`config.mk`:
```
export PLATFORM = sky130hd
export DESIGN_NAME = banco_reg_param_flat
export DESIGN_NICKNAME = d
export VERILOG_FILES = /design/src/rtl/banco_reg_param_pkg.sv /design/src/rtl/banco_reg_param_if.sv /design/src/rtl/placar_pendentes.sv /design/src/rtl/banco_reg_param.sv /design/src/flat_wrapper.sv
export SDC_FILE = /design/constraint.sdc
export NUM_CORES = 2
export LEC_CHECK = 0
export CORE_MARGIN = 2
export CORE_UTILIZATION = 26
export CTS_BUF_LIST = sky130_fd_sc_hd__clkbuf_2 sky130_fd_sc_hd__clkbuf_4 sky130_fd_sc_hd__clkbuf_8
export DETAILED_ROUTE_END_ITERATION = 8
export PLACE_DENSITY = 0.42
export SYNTH_ARGS = -nofsm -noshare
export SYNTH_HDL_FRONTEND = slang
export SYNTH_SLANG_ARGS = --single-unit
```
`constraint.sdc`:
```
create_clock -name clock -period 4.9 [get_ports clock]
set_input_delay 1.225 -clock clock [delete_from_list [all_inputs] [get_ports clock]]
set_output_delay 1.225 -clock clock [all_outputs]
set_load 0.02 [all_outputs]
```
`src/rtl/banco_reg_param_pkg.sv`:
```
// Shared definitions for the parametrised register file.
// Provides the clear-sequencer state type, the default parameter values and
// the helper that derives the address width from the register count.
package pkg_banco_reg;

    typedef enum logic [0:0] {
        LIMPA,
        ATIVO
    } estado_t;

    localparam int unsigned LARGURA_PADRAO  = 32;
    localparam int unsigned NUM_REGS_PADRAO = 64;

    function automatic int unsigned end_largura(input int unsigned n);
        return $clog2(n);
    endfunction

endpackage

```
`src/rtl/banco_reg_param_if.sv`:
```
// Bus between the control unit and the register file.
// master: control unit (drives write/read/reserve requests, receives data,
//         pending bits and pronto).
// slave : register file.
interface banco_reg_param_if
    import pkg_banco_reg::*;
#(
    parameter int unsigned LARGURA  = LARGURA_PADRAO,
    parameter int unsigned NUM_REGS = NUM_REGS_PADRAO
) ();

    localparam int unsigned END = end_largura(NUM_REGS);

    logic               reg_write;
    logic [END-1:0]     reg_escrita;
    logic [LARGURA-1:0] escreve_dado;
    logic [END-1:0]     reg_leitura1;
    logic [END-1:0]     reg_leitura2;
    logic               reserva;
    logic [END-1:0]     reg_reserva;
    logic [LARGURA-1:0] dado1;
    logic [LARGURA-1:0] dado2;
    logic               pendente1;
    logic               pendente2;
    logic               pronto;

    modport master (
        output reg_write, reg_escrita, escreve_dado, reg_leitura1, reg_leitura2,
               reserva, reg_reserva,
        input  dado1, dado2, pendente1, pendente2, pronto
    );

    modport slave (
        input  reg_write, reg_escrita, escreve_dado, reg_leitura1, reg_leitura2,
               reserva, reg_reserva,
        output dado1, dado2, pendente1, pendente2, pronto
    );

endinterface

```
`src/rtl/placar_pendentes.sv`:
```
// Per-register pending scoreboard.
// Ports: clock/reset (sync, active-high, clears every bit); i_set/i_set_end
// mark a register pending; i_limpa/i_limpa_end clear one; i_leitura1/2 select
// the bits shown on o_pend1/2 (combinational).
module placar_pendentes
    import pkg_banco_reg::*;
#(
    parameter int unsigned NUM_REGS = NUM_REGS_PADRAO,
    localparam int unsigned END = end_largura(NUM_REGS)
) (
    input  logic           clock,
    input  logic           reset,
    input  logic           i_set,
    input  logic [END-1:0] i_set_end,
    input  logic           i_limpa,
    input  logic [END-1:0] i_limpa_end,
    input  logic [END-1:0] i_leitura1,
    input  logic [END-1:0] i_leitura2,
    output logic           o_pend1,
    output logic           o_pend2
);

    logic [NUM_REGS-1:0] r_pend;

    // Set is applied after clear so a reserve beats a same-cycle write.
    always_ff @(posedge clock) begin
        if (reset) begin
            r_pend <= '0;
        end else begin
            if (i_limpa) r_pend[i_limpa_end] <= 1'b0;
            if (i_set)   r_pend[i_set_end]   <= 1'b1;
        end
    end

    assign o_pend1 = r_pend[i_leitura1];
    assign o_pend2 = r_pend[i_leitura2];

endmodule

```
`src/rtl/banco_reg_param.sv`:
```
// Parametrised MIPS register file: two combinational read ports, one clocked
// write port, optional hardwired zero register, optional write-to-read bypass,
// a post-reset clear sequencer and a per-register pending scoreboard.
// Ports: clock, reset (sync, active-high, restarts the clear sequence);
// bus (slave modport) carrying write/read/reserve requests, data, pending
// bits and pronto.
module banco_reg_param
    import pkg_banco_reg::*;
#(
    parameter int unsigned LARGURA   = LARGURA_PADRAO,
    parameter int unsigned NUM_REGS  = NUM_REGS_PADRAO,
    parameter bit          ZERO_FIXO = 1'b1,
    parameter bit          BYPASS    = 1'b1
) (
    input logic               clock,
    input logic               reset,
    banco_reg_param_if.slave  bus
);

    localparam int unsigned    END    = end_largura(NUM_REGS);
    localparam logic [END-1:0] ULTIMO = END'(NUM_REGS - 1);

    estado_t            r_estado;
    estado_t            w_estado_prox;
    logic [END-1:0]     r_contador;
    logic [LARGURA-1:0] r_regs [NUM_REGS];

    logic               w_ativo;
    logic               w_escreve;
    logic               w_reserva;
    logic [END-1:0]     w_end [2];
    logic               w_pend_placar [2];
    logic [LARGURA-1:0] w_dado [2];
    logic               w_pend [2];

    assign w_ativo = (r_estado == ATIVO);

    // Effective write/reserve: only in ATIVO, never while resetting, never to r0
    // when it is hardwired.
    assign w_escreve = w_ativo && !reset && bus.reg_write &&
                       !(ZERO_FIXO && (bus.reg_escrita == '0));
    assign w_reserva = w_ativo && !reset && bus.reserva &&
                       !(ZERO_FIXO && (bus.reg_reserva == '0));

    always_comb begin
        w_estado_prox = r_estado;
        if ((r_estado == LIMPA) && (r_contador == ULTIMO)) w_estado_prox = ATIVO;
    end

    always_ff @(posedge clock) begin
        if (reset) begin
            r_estado   <= LIMPA;
            r_contador <= '0;
        end else begin
            r_estado <= w_estado_prox;
            if (r_estado == LIMPA) r_contador <= r_contador + END'(1);
        end
    end

    // Storage has no reset of its own: the clear sequence zeroes it one word
    // per cycle.
    always_ff @(posedge clock) begin
        if (!reset) begin
            if (r_estado == LIMPA) begin
                r_regs[r_contador] <= '0;
            end else if (w_escreve) begin
                r_regs[bus.reg_escrita] <= bus.escreve_dado;
            end
        end
    end

    placar_pendentes #(
        .NUM_REGS (NUM_REGS)
    ) u_placar (
        .clock       (clock),
        .reset       (reset),
        .i_set       (w_reserva),
        .i_set_end   (bus.reg_reserva),
        .i_limpa     (w_escreve),
        .i_limpa_end (bus.reg_escrita),
        .i_leitura1  (bus.reg_leitura1),
        .i_leitura2  (bus.reg_leitura2),
        .o_pend1     (w_pend_placar[0]),
        .o_pend2     (w_pend_placar[1])
    );

    assign w_end[0] = bus.reg_leitura1;
    assign w_end[1] = bus.reg_leitura2;

    always_comb begin
        for (int p = 0; p < 2; p++) begin
            w_dado[p] = r_regs[w_end[p]];
            w_pend[p] = w_pend_placar[p];
            if (BYPASS && w_escreve && (w_end[p] == bus.reg_escrita)) begin
                w_dado[p] = bus.escreve_dado;
                w_pend[p] = w_reserva && (bus.reg_reserva == bus.reg_escrita);
            end
            if (!w_ativo || (ZERO_FIXO && (w_end[p] == '0))) begin
                w_dado[p] = '0;
                w_pend[p] = 1'b0;
            end
        end
    end

    assign bus.dado1     = w_dado[0];
    assign bus.dado2     = w_dado[1];
    assign bus.pendente1 = w_pend[0];
    assign bus.pendente2 = w_pend[1];
    assign bus.pronto    = w_ativo;

endmodule

```
`src/flat_wrapper.sv`:
```
// flat-port wrapper written by rule: the top's interface ports become plain ports
module banco_reg_param_flat import pkg_banco_reg::*;
#(
    parameter int unsigned LARGURA   = LARGURA_PADRAO,
    parameter int unsigned NUM_REGS  = NUM_REGS_PADRAO,
    parameter bit          ZERO_FIXO = 1'b1,
    parameter bit          BYPASS    = 1'b1
)
  (clock, reset, bus_reg_write, bus_reg_escrita, bus_escreve_dado, bus_reg_leitura1, bus_reg_leitura2, bus_reserva, bus_reg_reserva, bus_dado1, bus_dado2, bus_pendente1, bus_pendente2, bus_pronto);
  banco_reg_param_if #(.LARGURA(LARGURA), .NUM_REGS(NUM_REGS)) bus_i ();
  input logic clock;
  input logic reset;
  input wire logic [$bits(bus_i.reg_write)-1:0] bus_reg_write;
  input wire logic [$bits(bus_i.reg_escrita)-1:0] bus_reg_escrita;
  input wire logic [$bits(bus_i.escreve_dado)-1:0] bus_escreve_dado;
  input wire logic [$bits(bus_i.reg_leitura1)-1:0] bus_reg_leitura1;
  input wire logic [$bits(bus_i.reg_leitura2)-1:0] bus_reg_leitura2;
  input wire logic [$bits(bus_i.reserva)-1:0] bus_reserva;
  input wire logic [$bits(bus_i.reg_reserva)-1:0] bus_reg_reserva;
  output wire logic [$bits(bus_i.dado1)-1:0] bus_dado1;
  output wire logic [$bits(bus_i.dado2)-1:0] bus_dado2;
  output wire logic [$bits(bus_i.pendente1)-1:0] bus_pendente1;
  output wire logic [$bits(bus_i.pendente2)-1:0] bus_pendente2;
  output wire logic [$bits(bus_i.pronto)-1:0] bus_pronto;
  assign bus_i.reg_write = bus_reg_write;
  assign bus_i.reg_escrita = bus_reg_escrita;
  assign bus_i.escreve_dado = bus_escreve_dado;
  assign bus_i.reg_leitura1 = bus_reg_leitura1;
  assign bus_i.reg_leitura2 = bus_reg_leitura2;
  assign bus_i.reserva = bus_reserva;
  assign bus_i.reg_reserva = bus_reg_reserva;
  assign bus_dado1 = bus_i.dado1;
  assign bus_dado2 = bus_i.dado2;
  assign bus_pendente1 = bus_i.pendente1;
  assign bus_pendente2 = bus_i.pendente2;
  assign bus_pronto = bus_i.pronto;
  banco_reg_param #(.LARGURA(LARGURA), .NUM_REGS(NUM_REGS), .ZERO_FIXO(ZERO_FIXO), .BYPASS(BYPASS)) u_core (.clock(clock), .reset(reset), .bus(bus_i));
endmodule
```
# Yosys cells after proc, flatten, opt, wreduce, memory -nomap -nowiden
# Memory sizes are Yosys's and may differ from the RTL's.
# Cells that the tools add are included.
# word_totals
regBits	71
ramBits	2048
input_bits	60
output_inout_bits	67
elab_cells	70
mem_count	1
# memory_table
name	depth	width	rd	rd_clocked_by_memory_dff	wr	line_no	text
u_core.r_regs	64	32	2	0	1	banco_reg_param.sv:26	logic [LARGURA-1:0] r_regs [NUM_REGS];
# op_classes
n_addsub	1
n_lt_le_gt_ge	6
n_eq_ne	4
muxes	29
n_bitwise	4
reduce_logical	22
# op_table
operator	n
2-to-1 mux 64 bit	3
2-to-1 mux 32 bit	5
bitwise AND 64 bit	1
inverter 64 bit	1
OR 64 bit	1
OR reduction 32 bit	1
< comparator 6 x 7 -> 1 bit, second input constant	4
zero test 6 bit	4
equality test 6 bit	3
2-to-1 mux 1 bit	16
binary-select mux 1 bit (select 6 bit)	2
demux 1 bit (select 6 bit)	2
greater-or-equal comparator 6 x 1 -> 1 bit, second input constant	2
logical AND 1 bit	11
adder 6 x 1 -> 6 bit, second input constant	1
equality test 6 bit, second input constant	1
2-to-1 mux 6 bit	1
zero test 1 bit	4
logical OR 1 bit	2
inverter 1 bit	1

# Longest topological paths before layout
# depth
ltp_word	10
ltp_mapped	12
mapped_depth_nobuf	6

# Cells and area by module
# Synthesis repeated with hierarchy kept, for this count alone.
# unflattened
hier_cells	5524
hier_area_um2	100287.4
# modules_own_cells
module	n_inst	cells_per_inst	area_per_inst_um2
banco_reg_param	1	5122	96679.0
placar_pendentes	1	402	3608.5

# Least setup slack after synthesis
# OpenSTA, ideal clock, no wires.
# synth_path
kind	input port to flip-flop
from	input port bus_reg_escrita[5]
to	memory u_core.r_regs[23][0] (netlist name), enable pin
arrival_time_ns	4.130
t_required_ns	4.479
setup_slack_ns	0.349
cell_stages	8
path_buffers	3
path_cell_list	buf_2 or3_1 o41a_1 buf_2 buf_2 o21ai_0 nand2_1 nor2_1
# synth_between
elab_chain_cells	9
elab_cells_between_ends	10
cone_classes	mux: 6; reduce/logical: 4
# synth_lines
item	line_no	text
from (decl)	flat_wrapper.sv:14	input wire logic [$bits(bus_i.reg_escrita)-1:0] bus_reg_escrita;
zero test 6 bit	banco_reg_param.sv:41	!(ZERO_FIXO && (bus.reg_escrita == '0));
zero test 1 bit	banco_reg_param.sv:41	
logical AND 1 bit	banco_reg_param.sv:40	assign w_escreve = w_ativo && !reset && bus.reg_write &&
2-to-1 mux 1 bit	banco_reg_param.sv:66	end else if (w_escreve) begin
2-to-1 mux 1 bit	banco_reg_param.sv:64	if (r_estado == LIMPA) begin
2-to-1 mux 1 bit	banco_reg_param.sv:63	if (!reset) begin
2-to-1 mux 1 bit (not written as such)	banco_reg_param.sv:67	r_regs[bus.reg_escrita] <= bus.escreve_dado;
OR reduction 32 bit (no source line)	n/a	
2-to-1 mux 6 bit (no source line) or 2-to-1 mux 1 bit (tied branches)	n/a	
to (decl)	banco_reg_param.sv:26	
# Parallel ways exist; a longest one is shown, timed or not.

# Worst setup path after layout
# layout_path
from	input port bus_reg_leitura2[1]
to	output port bus_dado2[29]
# layout_between
elab_chain_cells	4
elab_cells_between_ends	7
cone_classes	eq/ne: 1; mux: 2; reduce/logical: 3; memory: 1
# layout_lines
item	line_no	text
from (decl)	flat_wrapper.sv:17	input wire logic [$bits(bus_i.reg_leitura2)-1:0] bus_reg_leitura2;
parallel branches: the longest is 3 deep, another holds memory (64 x 32 bit)	n/a	
2-to-1 mux 32 bit (*)	banco_reg_param.sv:98	if (!w_ativo || (ZERO_FIXO && (w_end[p] == '0))) begin
to (decl)	flat_wrapper.sv:21	output wire logic [$bits(bus_i.dado2)-1:0] bus_dado2;
# Every way passes the cells marked *.

==> impl_summary.txt <==
----------------------------------------------------
[Status]
  Outcome ... finished, violations left
  Failing checks ... setup timing

[Power and ir drop]
  Total chip power ... ~40000 uW
  Portion of total power attributed to combinational logic ... a little over a tenth
  Switching Power ... between 10000 and 15000 uW
  Worst voltage drop across the vdd grid ... roughly 190 uV
  Clock power frac ... roughly two fifths
  Sequential power share ... 48.9%
  Leakage power summed over all cells ... 0.04861 uW
  Pint ... about 30000 uW
  Power density relative to cell area ... between 300 and 400 nW/um^2
  Switching part of the total power ... about a quarter

[Place]
  Pre-CTS worst setup slack ... -1.231 ns
  Number of port buffers ... roughly 130
  Half-perimeter wire length after detailed placement ... between 200 and 300 mm
  Routability-driven placement congestion ratio ... between 0.8 and 0.9

[Yosys]
  Number of flip-flops and latches in the synthesized netlist ... approximately 2100
  Fraction of the mapped netlist area in adder cells ... 0.01243%
  Gate count of the mapped netlist ... between 5000 and 6000
  Count of unique library cells instantiated by Yosys ... 71
  Post-Syn Nets ... 5916
  Commonest register cell after synthesis ... edfxtp_1
  Largest family of logic cells by synthesized area ... multiplexers
  Area contributors post-synth ... edfxtp_1 (61%), mux4_2 (16%), mux2i_1 (6.8%)
  Library cell with the largest summed area after synthesis ... edfxtp_1
  Simple-gate share of the synthesized area ... 2.982%
  Synthesized-area fraction occupied by xor and xnor cells ... 0.1828%
  Number of enable-type register cells in the synthesized netlist ... between 2000 and 2500
  Post-synthesis sequential area ratio ... 62.53%
  Synth top area share ... slightly above 60%
  Asr flop ratio synth ... 0%
  Average cell area after synthesis ... about 17 um^2
  Mux contribution to synthesized area ... roughly a quarter
  Compound-cell area share of the yosys netlist ... between 7 and 8%
  Warnings from Yosys ... 0
  Post-synthesis cell area ... 100600 um^2

[Drt]
  Wire length per cell ... approximately 36 um
  Initial DRT Pass Iterations ... 6
  DRC violation count after routing ... 0
  Vias after detailed routing ... a little under 70000
  Via-per-instance ratio ... about 5.5
  Initial drt markers ... 7954
  Total Routed Length ... ~460 mm
  Antenna viol nets, final ... 0

[Flow run]
  Max-Cap Viols ... 0

[Setup path]
  Critical-path top delay cell ... a311oi_4
  Classification of the worst setup path ... input port to primary output
  Required time reported for the critical path endpoint ... about 3.7 ns
  Critical path peak fanout ... 11
  Ordered cell list for the critical path ... buf_16 -> buf_8 -> buf_12 -> buf_4 -> buf_4 -> nand2_1 -> buf_4 -> buf_4 -> o22ai_1 -> nor3_1 -> a311oi_4 -> a21oi_2 -> buf_6 -> buf_12
  Arrival time at the worst endpoint ... 3.90 ns
  Worst Path Buf+Inv ... 9
  FF-to-FF setup slack ... ~1.9 ns
  Crit-path leading delay family ... buffers and inverters
  Critical path's most frequent cell ... buf_4
  Maximum single-stage delay on the critical path ... about 0.44 ns
  Critical Path Source Type ... input port
  Category of the worst setup path capture point ... primary output

[Clocking]
  TritonCTS clock tree ... yes
  Sinks on Clock Net ... 2119
  Buffer levels on the longest clock path ... 4
  Clock latency at the later pin of the worst-skew pair ... between 1 and 1.5 ns
  Clk slew on worst S/H paths ... about 0.060 ns
  Total clock buffers created by CTS ... 385
  Root Driver ... clkbuf_8
  Number of levels in the clock H-tree ... 5

[STA]
  Final WS setup ... -0.2209 ns
  Slew @ Worst Pin ... between 1 and 1.5 ns
  Number of failing hold endpoints at the final stage ... 0
  Maximum frequency from static timing analysis ... approximately 200 MHz
  Relative slew margins ... 13.35%
  Total setup violations reported at the end of the flow ... about 50
  Clock period minus final worst setup slack ... 5.121 ns
  Clock Skew ... ~0.053 ns
  Setup repair after global routing missed its margin ... yes
  Final worst-path cycle share ... 104.5%
  Final Slew Violations ... 0

[Layout]
  Area of the multi-input gates ... between 30000 and 40000 um^2
  Fill cells ... 36840
  Nets ... approximately 7300
  Most used cells in the layout excluding fill and tap cells ... edfxtp_1 (2048), buf_4 (828), mux4_2 (739)
  Layout cells sized above 1 ... between 40% and 50%
  Register area ... around 63000 um^2
  Most common cell after layout, fill and taps aside ... edfxtp_1
  Growth of design area from synthesis to finish ... 32.16%

[Floorplanning]
  Width of the die ... around 630 um
  Initial Util ... between 20% and 30%
  Number of ports placed on the die boundary ... approximately 130
  Placeable core region ... slightly below 400000 um^2
  # rows ... about 230
  Height of the die ... approximately 630 um
  Die area ... between 300000 and 400000 um^2

[Global routing]
  Wire length of the first global-routing pass ... slightly above 600 mm
  Via count of the first global-routing pass ... between 60000 and 70000
  GRT Util Overall ... between 20% and 30%
  Initial antenna violation count ... 18
  Largest net degree at the start of global routing ... 77
  Overflow left after global routing ... 0

[Worst hold path]
  Hold Path Class ... flip-flop to flip-flop

----------------------------------------------------
-- Yosys cell counts, drive strengths merged (59+ instances only) --
cell type and n:
edfxtp 2048, mux2 91, mux4 740, o22ai 99, buf 297, nor2 164, nand3 111, clkbuf 177
dfxtp 71, nand2 229, a22oi 214, o21ai 142, mux2i 679, a22o 59, a211oi 82, a21oi 234
-- metal layers --
layer	part of all wire [%]	global-route usage, %	up-vias	wire, um
li1	-	-	27510	-
met2	46	36.58	3461	214100
met4	3.8	7.581	8	17440
met1	42	31.21	37670	194200
met5	0.012	0	-	55
met3	7.7	3.683	734	35310
-- cell type report --
class	instances	area share [%]
diodes	8	0.01505
clock buffers	509	4.731
clock inverters	182	0.6538
inverters	7	0.02258
multi-input cells	3255	29.14
flip-flops and latches	2119	47.31
well taps	5175	4.868
repair buffers	1464	13.26
-- sequential cells by signal (all words and copies together) (netlist names) --
signal / flops
u_core.r_regs: 2048
u_core.u_placar.r_pend: 64
u_core.r_contador: 6
u_core.bus.pronto: 1
-- power groups by stage --
stage          clock network (uW)  registers (uW)  logic, uW
2_1_floorplan                   0           20000       1600
3_3_place_gp                    0           20000       3340
6_report                    16300           19600       4190
3_5_place_dp                    0           20000       3330
5_1_grt                     17400           19600       4280
4_1_cts                     16700           19600       3910
-- path summary, 6_finish.rpt --
check / start / to / cells after the start
setup / recovery: bus_reg_leitura2[1] / bus_dado2[29] / 14
hold / removal: u_core.u_placar.r_pend[0] / u_core.u_placar.r_pend[0] / 1
hold reg to reg: u_core.u_placar.r_pend[0] / u_core.u_placar.r_pend[0] / 1
setup reg to reg: u_core.bus.pronto / u_core.r_regs[13][8] / 8
-- metrics by stage --
step | setup TNS [ns] | hold slack (ns) | utilization [%] | std cells | instance area [um^2]
after floorplan | 0 | 0.4548 | - | 5855 | 100600
after global placement | -57.54 | 0.4662 | 30.35 | 11680 | 117000
after detailed placement | -56.50 | 0.4751 | 30.35 | 11680 | 117000
after CTS | -7.468 | 0.4835 | 33.72 | 12560 | 129900
after global routing | -6.601 | 0.4945 | 34.51 | 12720 | 133000
final | -5.487 | 0.4845 | 34.51 | 12720 | 133000
-- timing repair --
| action | in CTS | in global routing |
|---|---|---|
| cloned | 33 | 11 |
| pin swaps | 130 | 159 |
| gates resized for setup | 858 | 395 |
| hold buffers | 0 | 0 |
| buffers inserted | 177 | 176 |
| setup endpoints to repair | 66 | 64 |
-- logic make-up after synthesis --
| group | Yosys count |
|---|---|
| DFF | 2119 |
| buffers and inverters | 481 |
| and+or+nand+nor | 655 |
| muxes | 1510 |
| adders and majority gates | 1 |
| AOI/OAI and AO/OA | 1068 |
| xor gates and xnor gates | 21 |
No activity file was read; power rests on OpenSTA's default activity.
